**src/rtl/button_debouncer.sv**
```systemverilog
// button_debouncer: synchronizes and debounces an active-low pushbutton into level, pulses and a press counter
module button_debouncer #(
  parameter int COUNT_WIDTH = 32,
  parameter int STABLE_COUNT = 120000
) (
  input  logic       clk,
  input  logic       rst_btn,
  input  logic       btn_n,
  output logic       pressed,
  output logic       press_pulse,
  output logic       release_pulse,
  output logic [7:0] press_count
);
  typedef enum logic [1:0] {RELEASED, PRESS_PEND, PRESSED, RELEASE_PEND} state_t;
  localparam logic [COUNT_WIDTH-1:0] LAST = COUNT_WIDTH'(STABLE_COUNT - 1);
  state_t state, state_nxt;
  logic sync1, sync2, done, press_nxt, release_nxt;
  logic [COUNT_WIDTH-1:0] cnt, cnt_nxt;
  assign done = cnt == LAST;
  always_comb begin
    state_nxt = state;
    cnt_nxt = '0;
    press_nxt = 1'b0;
    release_nxt = 1'b0;
    case (state)
      RELEASED: state_nxt = sync2 ? RELEASED : PRESS_PEND;
      PRESS_PEND: begin
        state_nxt = sync2 ? RELEASED : done ? PRESSED : PRESS_PEND;
        cnt_nxt = (sync2 || done) ? '0 : cnt + 1'b1;
        press_nxt = !sync2 && done;
      end
      PRESSED: state_nxt = sync2 ? RELEASE_PEND : PRESSED;
      RELEASE_PEND: begin
        state_nxt = !sync2 ? PRESSED : done ? RELEASED : RELEASE_PEND;
        cnt_nxt = (!sync2 || done) ? '0 : cnt + 1'b1;
        release_nxt = sync2 && done;
      end
    endcase
  end
  always_ff @(posedge clk or negedge rst_btn) begin
    if (!rst_btn) begin
      sync1 <= 1'b1;
      sync2 <= 1'b1;
      state <= RELEASED;
      cnt <= '0;
      pressed <= 1'b0;
      press_pulse <= 1'b0;
      release_pulse <= 1'b0;
      press_count <= '0;
    end else begin
      sync1 <= btn_n;
      sync2 <= sync1;
      state <= state_nxt;
      cnt <= cnt_nxt;
      pressed <= state_nxt == PRESSED || state_nxt == RELEASE_PEND;
      press_pulse <= press_nxt;
      release_pulse <= release_nxt;
      press_count <= press_count + 8'(press_nxt);
    end
  end
endmodule

```
**config.mk**
```make
export PLATFORM = sky130hd
export DESIGN_NAME = button_debouncer
export DESIGN_NICKNAME = d
export VERILOG_FILES = /design/src/rtl/button_debouncer.sv
export SDC_FILE = /design/constraint.sdc
export NUM_CORES = 1
export LEC_CHECK = 0
export BUFFER_PORTS_ARGS = -buffer_cell sky130_fd_sc_hd__buf_2
export CAP_MARGIN = 20
export CORE_ASPECT_RATIO = 1.2
export CORE_MARGIN = 1
export CORE_UTILIZATION = 30
export CTS_CLUSTER_SIZE = 16
export DETAILED_ROUTE_END_ITERATION = 7
export PLACE_DENSITY = 0.46
export SLEW_MARGIN = 20
export SYNTH_ARGS = -nofsm -noshare
export SYNTH_HDL_FRONTEND = slang
export SYNTH_SLANG_ARGS = --single-unit
```
**constraint.sdc**
```tcl
create_clock -name clk -period 8 [get_ports clk]
set_input_delay 0.8 -clock clk [delete_from_list [all_inputs] [get_ports clk]]
set_output_delay 0.8 -clock clk [all_outputs]
set_load 0.02 [all_outputs]
```
==> reports/summary.txt, run 1 <==
Met3 Wirelength -> 108 um
Die area -> 8460 um^2
Total global-route track usage -> 14.1%
Synth Warn # -> 0
Vias per inst -> 5.69
Seq cells post-synth -> 47
Clock Path Buffers -> 2
DRC Markers -> 0
Peak Freq -> 339 MHz
Critical Path Start Type -> register
Largest cells by area after synthesis -> dfrtp_1, or4_1, o31ai_1
Area Overhead vs Synth -> 9.94%
Post-cts resize count -> 0
DR vias -> 1882
Yosys top cell area share -> 46.3%
Cell taking the most area after synthesis -> dfrtp_1
Wire length per cell -> 16.3 um
Mapped Nets -> 234
RD Place Congestion -> 0.689
Initial antenna violation count -> 0
Post-CTS Hold Fix Bufs -> 0
CP Max Fanout -> 6
Nets -> 244
Most common cell after layout, fill and taps aside -> dfrtp_1
DP HPWL -> 3520 um
Power density cells -> 154 nW/um^2
Max Slew Vio Count -> 0
Site Rows -> 35
Synth cell types -> 33
Final setup fails -> 0
Post-synthesis sequential area ratio -> 48.5%
Worst min path class -> reg -> reg
Cell Area, Synth -> 2430 um^2
Wl on met1 -> 2530 um
Vias in the first global route -> 1881
# Post-CTS Setup Buffers -> 0
Worst skew pair latency -> 0.31 ns
CTS Buf Count -> 5
Ports -> 14
DIE WIDTH -> 84.2 um
Max cap viols -> 0
Worst Setup End Kind -> register
Root Driver -> clkbuf_8
Final Hold Viols -> 0
Run status -> complete, no violations
Largest net degree at the start of global routing -> 48
Total power -> 411 uW
Post-synthesis average cell area -> 10.7 um^2
Share of layout cells above drive strength 1 -> 15.1%
CTS tree -> built
Arr. time, crit path -> 3.16 ns
IO buf count -> 13
Setup repair after global routing missed its margin -> no
Antenna cells -> 0
Core Box Area -> 7750 um^2
LEAKAGE -> 1.06 nW
First-pass GRT wire length -> 9430 um
Period minus WS final -> 2.95 ns
Final ANT Viol Nets -> 0
Setup_tns -> 0 ns
Initial Util -> 31.3%
Grt total ovfl -> 0
Routed WL -> 5410 um
CTS H-tree depth -> 2
Highest Signal Layer -> met4
Number of iterations in the first detailed-routing pass -> 4
Setup Skew -> 0.00833 ns
DRT iter0 DRCs -> 94
Cells after Synth -> 228
Clock tree sinks -> 47
Slew @ Worst Pin -> 1.04 ns
DIE HEIGHT -> 101 um
Period utilisation layout -> 36.9%
Metal2 WL -> 2710 um
Crit path required time -> 8.21 ns
Maximum VDD drop -> 0.0611 mV
Critical path type -> reg -> reg
Reg clk slew, reported paths -> 0.10 ns
Most frequent cells in the layout -> dfrtp_1, nand2_1, or4_1
Max-slew headroom -> 30.0%
## cells by family (layout without fill, tap and decap cells)
family | after synthesis | in the layout | synth area share [%]
compound gates | 38 | 38 | 12.5
buf+inv | 18 | 29 | 3.55
xor+xnor | 18 | 18 | 6.49
fa+ha+maj | 3 | 3 | 1.54
mux | 2 | 2 | 0.824
simple gates | 102 | 102 | 26.6
flops | 47 | 47 | 48.5
## per-layer routing
layer / vias to the layer above / global-route usage [%]
li1: 906 / -
met1: 951 / 17.7
met2: 20 / 24.6
met3: 5 / 2.70
met4: 0 / 3.98
met5: - / 0
## layout make-up
| class | instances | area (um^2) |
|---|---|---|
| Multi-Input combinational cell | 163 | 1170 |
| Clock buffer | 5 | 68.8 |
| Timing Repair Buffer | 16 | 87.6 |
| Inverter | 5 | 18.8 |
| Fill cell | 789 | 5080 |
| Sequential cell | 47 | 1180 |
| Tap cell | 92 | 115 |
| Clock inverter | 3 | 28.8 |
## state kept, by name, summed over array words and instances, names as in the netlist
signal         flops
pressed            1
press_pulse        1
cnt               32
sync1              1
release_pulse      1
press_count        8
state              2
sync2              1
## cell usage after synthesis
| master | count |
|---|---|
| a211oi_1 | 13 |
| a211oi_2 | 6 |
| and2_1 | 1 |
| and3_1 | 6 |
| and4_1 | 6 |
| buf_2 | 3 |
| buf_6 | 2 |
| clkbuf_1 | 8 |
| dfrtp_1 | 45 |
| dfstp_2 | 2 |
| ha_1 | 3 |
| inv_1 | 5 |
| mux2i_1 | 2 |
| nand2_1 | 16 |
| nand3_1 | 13 |
| nand4_1 | 7 |
| nand4_2 | 1 |
| nand4_4 | 1 |
| nor2_1 | 1 |
| nor2b_1 | 1 |
| nor3_1 | 14 |
| nor3b_1 | 2 |
| nor4_1 | 6 |
| nor4_2 | 1 |
| nor4b_1 | 2 |
| nor4b_2 | 1 |
| nor4bb_1 | 2 |
| o21ai_0 | 5 |
| o31ai_1 | 14 |
| or3_1 | 6 |
| or4_1 | 15 |
| xnor2_1 | 10 |
| xor2_1 | 8 |
## worst max-delay path: stages (launching register included)
cell and delay, ns:
dfrtp_1 0.44, or4_1 0.54, nor3_1 0.18, nor4b_2 0.52, nor3b_1 0.32, ha_1 0.24
ha_1 0.19, and3_1 0.20, nand3_1 0.10, xnor2_1 0.13
## through the flow
step	setup slack (ns)	instances	instance area, um^2	utilization [%]	hold slack [ns]
global route	4.76	331	2670	34.5	0.371
global placement	5.09	323	2570	33.2	0.346
floorplan	5.34	228	2430	-	0.345
CTS	5.02	331	2670	34.5	0.364
detailed placement	5.03	323	2570	33.2	0.348
finish	5.05	331	2670	34.5	0.362
## report_power, final
group | internal [mW] | total (mW) | switching [mW]
sequential | 0.239 | 0.240 | 0.000917
clock | 0.0662 | 0.161 | 0.0946
combinational | 0.00187 | 0.0102 | 0.00838
total | 0.307 | 0.411 | 0.104
## path summary, 6_finish.rpt
| check | start | endpoint | slack [ns] | cells past startpoint |
|---|---|---|---|---|
| worst min register to register | sync1 | sync2 | 0.36 | 0 |
| worst max register to register | cnt[21] | press_count[6] | 5.05 | 9 |
| worst max-delay path | cnt[21] | press_count[6] | 5.05 | 9 |
| worst min-delay path | sync1 | sync2 | 0.36 | 0 |
| min in group asynchronous | rst_btn | press_count[6] | 0.58 | 2 |
| max in group asynchronous | rst_btn | cnt[8] | 7.01 | 2 |
Note: power is estimated with default switching activity, not from simulation.
==> run 2: changes to the inputs <==
--- a/config.mk
+++ b/config.mk
@@ -12,7 +12,7 @@
 export CORE_UTILIZATION = 30
 export CTS_CLUSTER_SIZE = 16
 export DETAILED_ROUTE_END_ITERATION = 7
-export PLACE_DENSITY = 0.46
+export PLACE_DENSITY = 0.48
 export SLEW_MARGIN = 20
 export SYNTH_ARGS = -nofsm -noshare
 export SYNTH_HDL_FRONTEND = slang
==> constraint.sdc (replaced) <==
create_clock -name clk -period 2.7 [get_ports clk]
set_input_delay 0.27 -clock clk [delete_from_list [all_inputs] [get_ports clk]]
set_output_delay 0.27 -clock clk [all_outputs]
set_load 0.02 [all_outputs]
==> run 2 against run 1 <==
Effect of this change: critical path depth did not move; utilization rose by 3.0 points; worst setup slack got worse by 4.8 ns; first-iteration DRC count rose by 21%; final area rose by 8.8%; clock power rose to 2.9 times the previous value; hold slack got worse by 0.32 ns.
==> reports/summary.txt, run 2 (synthesis results as in run 1) <==
Final ANT Viol Nets -> 0
Critical path type -> reg -> reg
DRC Markers -> 0
Total global-route track usage -> 15.1%
LEAKAGE -> 1.20 nW
IO buf count -> 13
First-pass GRT wire length -> 9870 um
Final setup fails -> 0
Maximum VDD drop -> 0.225 mV
DIE WIDTH -> 84.2 um
DIE HEIGHT -> 101 um
Max incr delay on CP -> 0.53 ns
Wire length per cell -> 16.4 um
CP cell instances -> or4_1 > nor3_2 > nor4b_4 > nor3b_4 > ha_2 > ha_1 > and3_1 > nand3_1 > xnor2_1
Grt total ovfl -> 0
DR vias -> 1987
Die area -> 8460 um^2
CP Max Fanout -> 5
Reg clk slew, reported paths -> 0.10 ns
R2r setup slk -> 0.22 ns
Share of layout cells above drive strength 1 -> 25.2%
Clock tree sinks -> 47
Clock Path Buffers -> 2
Antenna cells -> 0
Root Driver -> clkbuf_8
Run status -> complete, no violations
Worst min path class -> in -> reg
Final Hold Viols -> 0
Nets -> 271
Peak Freq -> 403 MHz
Max cap viols -> 0
Initial antenna violation count -> 0
Largest registers -> cnt x32, press_count x8, state x2
Setup_tns -> 0 ns
Core Box Area -> 7750 um^2
Setup Skew -> 0.00742 ns
Most common cell after layout, fill and taps aside -> dfrtp_1
DRT iter0 DRCs -> 114
CTS H-tree depth -> 2
Fin area -> 2910 um^2
Ports -> 14
CP max stage cell -> or4_1
Number of iterations in the first detailed-routing pass -> 4
Period utilisation layout -> 91.9%
CTS Buf Count -> 5
Largest register by flop count -> cnt
Arr. time, crit path -> 2.68 ns
Routed WL -> 5890 um
Most frequent cells in the layout -> dfrtp_1, buf_4, nand2_1
Worst Setup End Kind -> register
Setup repair after global routing missed its margin -> no
Period minus WS final -> 2.48 ns
Power density cells -> 418 nW/um^2
Worst skew pair latency -> 0.31 ns
Area Overhead vs Synth -> 19.6%
Largest register FFs -> 32
Max Slew Vio Count -> 0
CTS tree -> built
RD Place Congestion -> 0.723
Critical Path Start Type -> register
Crit path required time -> 2.90 ns
Vias per inst -> 5.55
DP HPWL -> 4040 um
DP Area -> 2770 um^2
Vias in the first global route -> 1934
Slew @ Worst Pin -> 0.607 ns
Largest net degree at the start of global routing -> 48
Initial Util -> 31.3%
Site Rows -> 35
# fillers -> 768
Max-slew headroom -> 59.5%
[run 2: what timing repair did]
| item | 4_1_cts | 5_1_grt |
|---|---|---|
| hold buffers | 0 | 0 |
| setup buffers | 0 | 1 |
| resized for setup | 0 | 6 |
| setup endpoints to repair | 0 | 3 |
[run 2: layout make-up]
type / count / area [um^2] / area share [%]
inverters: 5 / 18.8 / 0.646
clock inverters: 3 / 27.5 / 0.947
clock buffers: 5 / 68.8 / 2.37
multi-input cells: 163 / 1210 / 41.5
flip-flops and latches: 47 / 1180 / 40.6
repair buffers: 43 / 290 / 9.99
well taps: 92 / 115 / 3.96
[run 2: per-layer routing]
| metal | wire (um) | global-route usage [%] | vias to the layer above |
|---|---|---|---|
| met5 | 0 | 0 | - |
| met4 | 75 | 5.44 | 0 |
| met3 | 162 | 2.70 | 4 |
| met2 | 3000 | 25.8 | 28 |
| met1 | 2650 | 19.2 | 1004 |
| li1 | - | - | 951 |
[run 2: worst max-delay path, delay by kind of cell (launching register included)]
kind / cells / cell delay (ns)
AND/OR/NAND/NOR: 6 / 1.44
adder cells (fa/ha/maj): 2 / 0.37
flip-flops: 1 / 0.43
XOR/XNOR: 1 / 0.14
[run 2: final timing paths]
| kind | from | to | cells after the start |
|---|---|---|---|
| hold / removal | btn_n | sync1 | 1 |
| max in group asynchronous | rst_btn | cnt[9] | 2 |
| min in group asynchronous | rst_btn | cnt[25] | 2 |
| hold reg to reg | sync1 | sync2 | 0 |
| setup / recovery | cnt[26] | press_count[6] | 9 |
| setup reg to reg | cnt[26] | press_count[6] | 9 |
[run 2: power breakdown]
group / switching (mW) / internal (mW)
Combinational: 0.0250 / 0.00655
Sequential: 0.00310 / 0.708
Clock: 0.278 / 0.193
Total: 0.307 / 0.907
[run 2: metrics by stage]
step	hold WS [ns]	util [%]	instances	power, mW	setup slack, ns
after global routing	0.0217	37.5	358	1.26	0.00392
final	0.0447	37.5	358	1.21	0.218
after CTS	0.0308	37.0	357	1.24	0.0515
after floorplan	-0.0256	-	228	0.735	0.0385
after detailed placement	0.347	35.7	349	0.758	0.0710
after global placement	0.346	35.7	349	0.758	0.137
==> run 3: changes to the inputs <==
--- a/config.mk
+++ b/config.mk
@@ -9,10 +9,10 @@
 export CAP_MARGIN = 20
 export CORE_ASPECT_RATIO = 1.2
 export CORE_MARGIN = 1
-export CORE_UTILIZATION = 30
+export CORE_UTILIZATION = 45
 export CTS_CLUSTER_SIZE = 16
 export DETAILED_ROUTE_END_ITERATION = 7
-export PLACE_DENSITY = 0.48
+export PLACE_DENSITY = 0.65
 export SLEW_MARGIN = 20
 export SYNTH_ARGS = -nofsm -noshare
 export SYNTH_HDL_FRONTEND = slang
==> run 3 against run 2 <==
Effect of this change: total power shrank 0.91%; sequential cell count is the same; utilization grew 18 points; largest cell class unchanged.
==> reports/summary.txt, run 3 (synthesis results as in run 1) <==
Peak Freq -> 394 MHz
Critical path type -> reg -> reg
Die area -> 5700 um^2
LEAKAGE -> 1.19 nW
CTS tree -> built
CP cell instances -> or4_1 > nor3_1 > nor4b_4 > nor3b_2 > ha_1 > ha_1 > and3_1 > nand3_1 > xnor2_1
# Post-CTS Setup Buffers -> 0
Grt total ovfl -> 0
Post-cts resize count -> 0
DIE WIDTH -> 69.1 um
Nets -> 266
Total global-route track usage -> 20.2%
Clock Path Buffers -> 2
Arr. time, crit path -> 2.74 ns
Period minus WS final -> 2.54 ns
Run status -> complete, no violations
R2r setup slk -> 0.16 ns
Period utilisation layout -> 93.9%
Initial antenna violation count -> 0
Area Overhead vs Synth -> 16.1%
Worst Setup End Kind -> register
Crit path required time -> 2.91 ns
Antenna cells -> 0
CP max stage cell -> or4_1
Largest register by flop count -> cnt
Multi-input logic area -> 1200 um^2
Site Rows -> 28
Critical Path Start Type -> register
Routed WL -> 5320 um
Largest net degree at the start of global routing -> 48
Vias per inst -> 6.06
Top cell by count, worst path -> ha_1
Number of iterations in the first detailed-routing pass -> 4
Reg2Reg Depth -> 9
Wire length per cell -> 16.6 um
Worst min path class -> in -> async
# fillers -> 450
Max Slew Vio Count -> 0
First-pass GRT wire length -> 8900 um
Post-CTS Hold Fix Bufs -> 0
IO buf count -> 13
Maximum VDD drop -> 0.301 mV
Max-slew headroom -> 59.8%
Worst R2R Start -> cnt[21]
Vias in the first global route -> 1837
Share of layout cells above drive strength 1 -> 23.4%
Register area -> 1180 um^2
Core Box Area -> 5080 um^2
Worst skew pair latency -> 0.31 ns
CTS Buf Count -> 5
Most frequent cells in the layout -> dfrtp_1, buf_4, nand2_1
DP HPWL -> 3550 um
Power density cells -> 427 nW/um^2
Final Hold Viols -> 0
Most common cell after layout, fill and taps aside -> dfrtp_1
Slew @ Worst Pin -> 0.603 ns
Final ANT Viol Nets -> 0
Largest register FFs -> 32
Ports -> 14
Reg clk slew, reported paths -> 0.10 ns
Clock tree sinks -> 47
Max incr delay on CP -> 0.53 ns
Root Driver -> clkbuf_8
DP Area -> 2700 um^2
DIE HEIGHT -> 82.5 um
CP Max Fanout -> 3
RD Place Congestion -> 0.803
DRC Markers -> 0
DRT iter0 DRCs -> 113
CTS H-tree depth -> 2
Setup Skew -> 0.00648 ns
Fin area -> 2820 um^2
Max cap viols -> 0
Core Util, Final -> 55.5%
Largest registers -> cnt x32, press_count x8, state x2
Final setup fails -> 0
DR vias -> 1944
R2R Path End -> press_count[6]
Initial Util -> 47.8%
-- run 3: cell count changes in the layout (fill, tap and decap cells not counted), moves of 2 or more --
| cell | before | now |
|---|---|---|
| buf_4 | 30 | 25 |
| nor4_2 | 0 | 2 |
| nor4_1 | 6 | 4 |
| inv_6 | 1 | 3 |
-- run 3: report_power, final --
part	internal (mW)	switching, mW	total [mW]
Sequential	0.708	0.00289	0.711
Combinational	0.00550	0.0244	0.0299
Clock	0.193	0.269	0.462
-- run 3: layer usage --
layer | up-vias | global-route usage, % | share of wire, %
met3 | 10 | 4.13 | 2.6
met4 | 0 | 8.37 | 2.0
met2 | 29 | 35.5 | 51
met1 | 958 | 24.5 | 45
li1 | 947 | - | -
met5 | - | 0 | 0
-- run 3: worst max-delay path by stage --
| stage | from | endpoint | slack, ns |
|---|---|---|---|
| after floorplan | cnt[0] | press_count[6] | 0.04 |
| after global placement | cnt[13] | press_count[6] | 0.06 |
| after detailed placement | cnt[21] | press_count[6] | 0.06 |
| after CTS | cnt[21] | press_count[6] | 0.04 |
| after global routing | cnt[21] | press_count[6] | -0.04 |
| final | cnt[21] | press_count[6] | 0.16 |
-- run 3: worst max-delay path, delay by kind of cell, from the launching register on --
family        cells  cell delay [ns]
simple gates      6             1.52
fa+ha+maj         2             0.39
flops             1             0.39
xor+xnor          1             0.13
-- run 3: cell type report --
class	instances	area share, %
multi-input combinational	163	42.5
sequential	47	41.8
timing repair buffer	38	8.96
clock buffer	5	2.44
inverter	5	0.665
tap	60	2.66
clock inverter	3	0.932
-- run 3: stage by stage --
| stage | cells | hold slack, ns | setup slack [ns] | power, mW | setup TNS [ns] |
|---|---|---|---|---|---|
| detailed placement | 313 | 0.347 | 0.0577 | 0.756 | 0 |
| CTS | 321 | 0.0384 | 0.0380 | 1.21 | 0 |
| floorplan | 228 | -0.0256 | 0.0385 | 0.735 | 0 |
| global route | 321 | 0.0295 | -0.0389 | 1.25 | -0.0389 |
| global placement | 313 | 0.349 | 0.0575 | 0.755 | 0 |
| finish | 321 | 0.0389 | 0.164 | 1.20 | 0 |
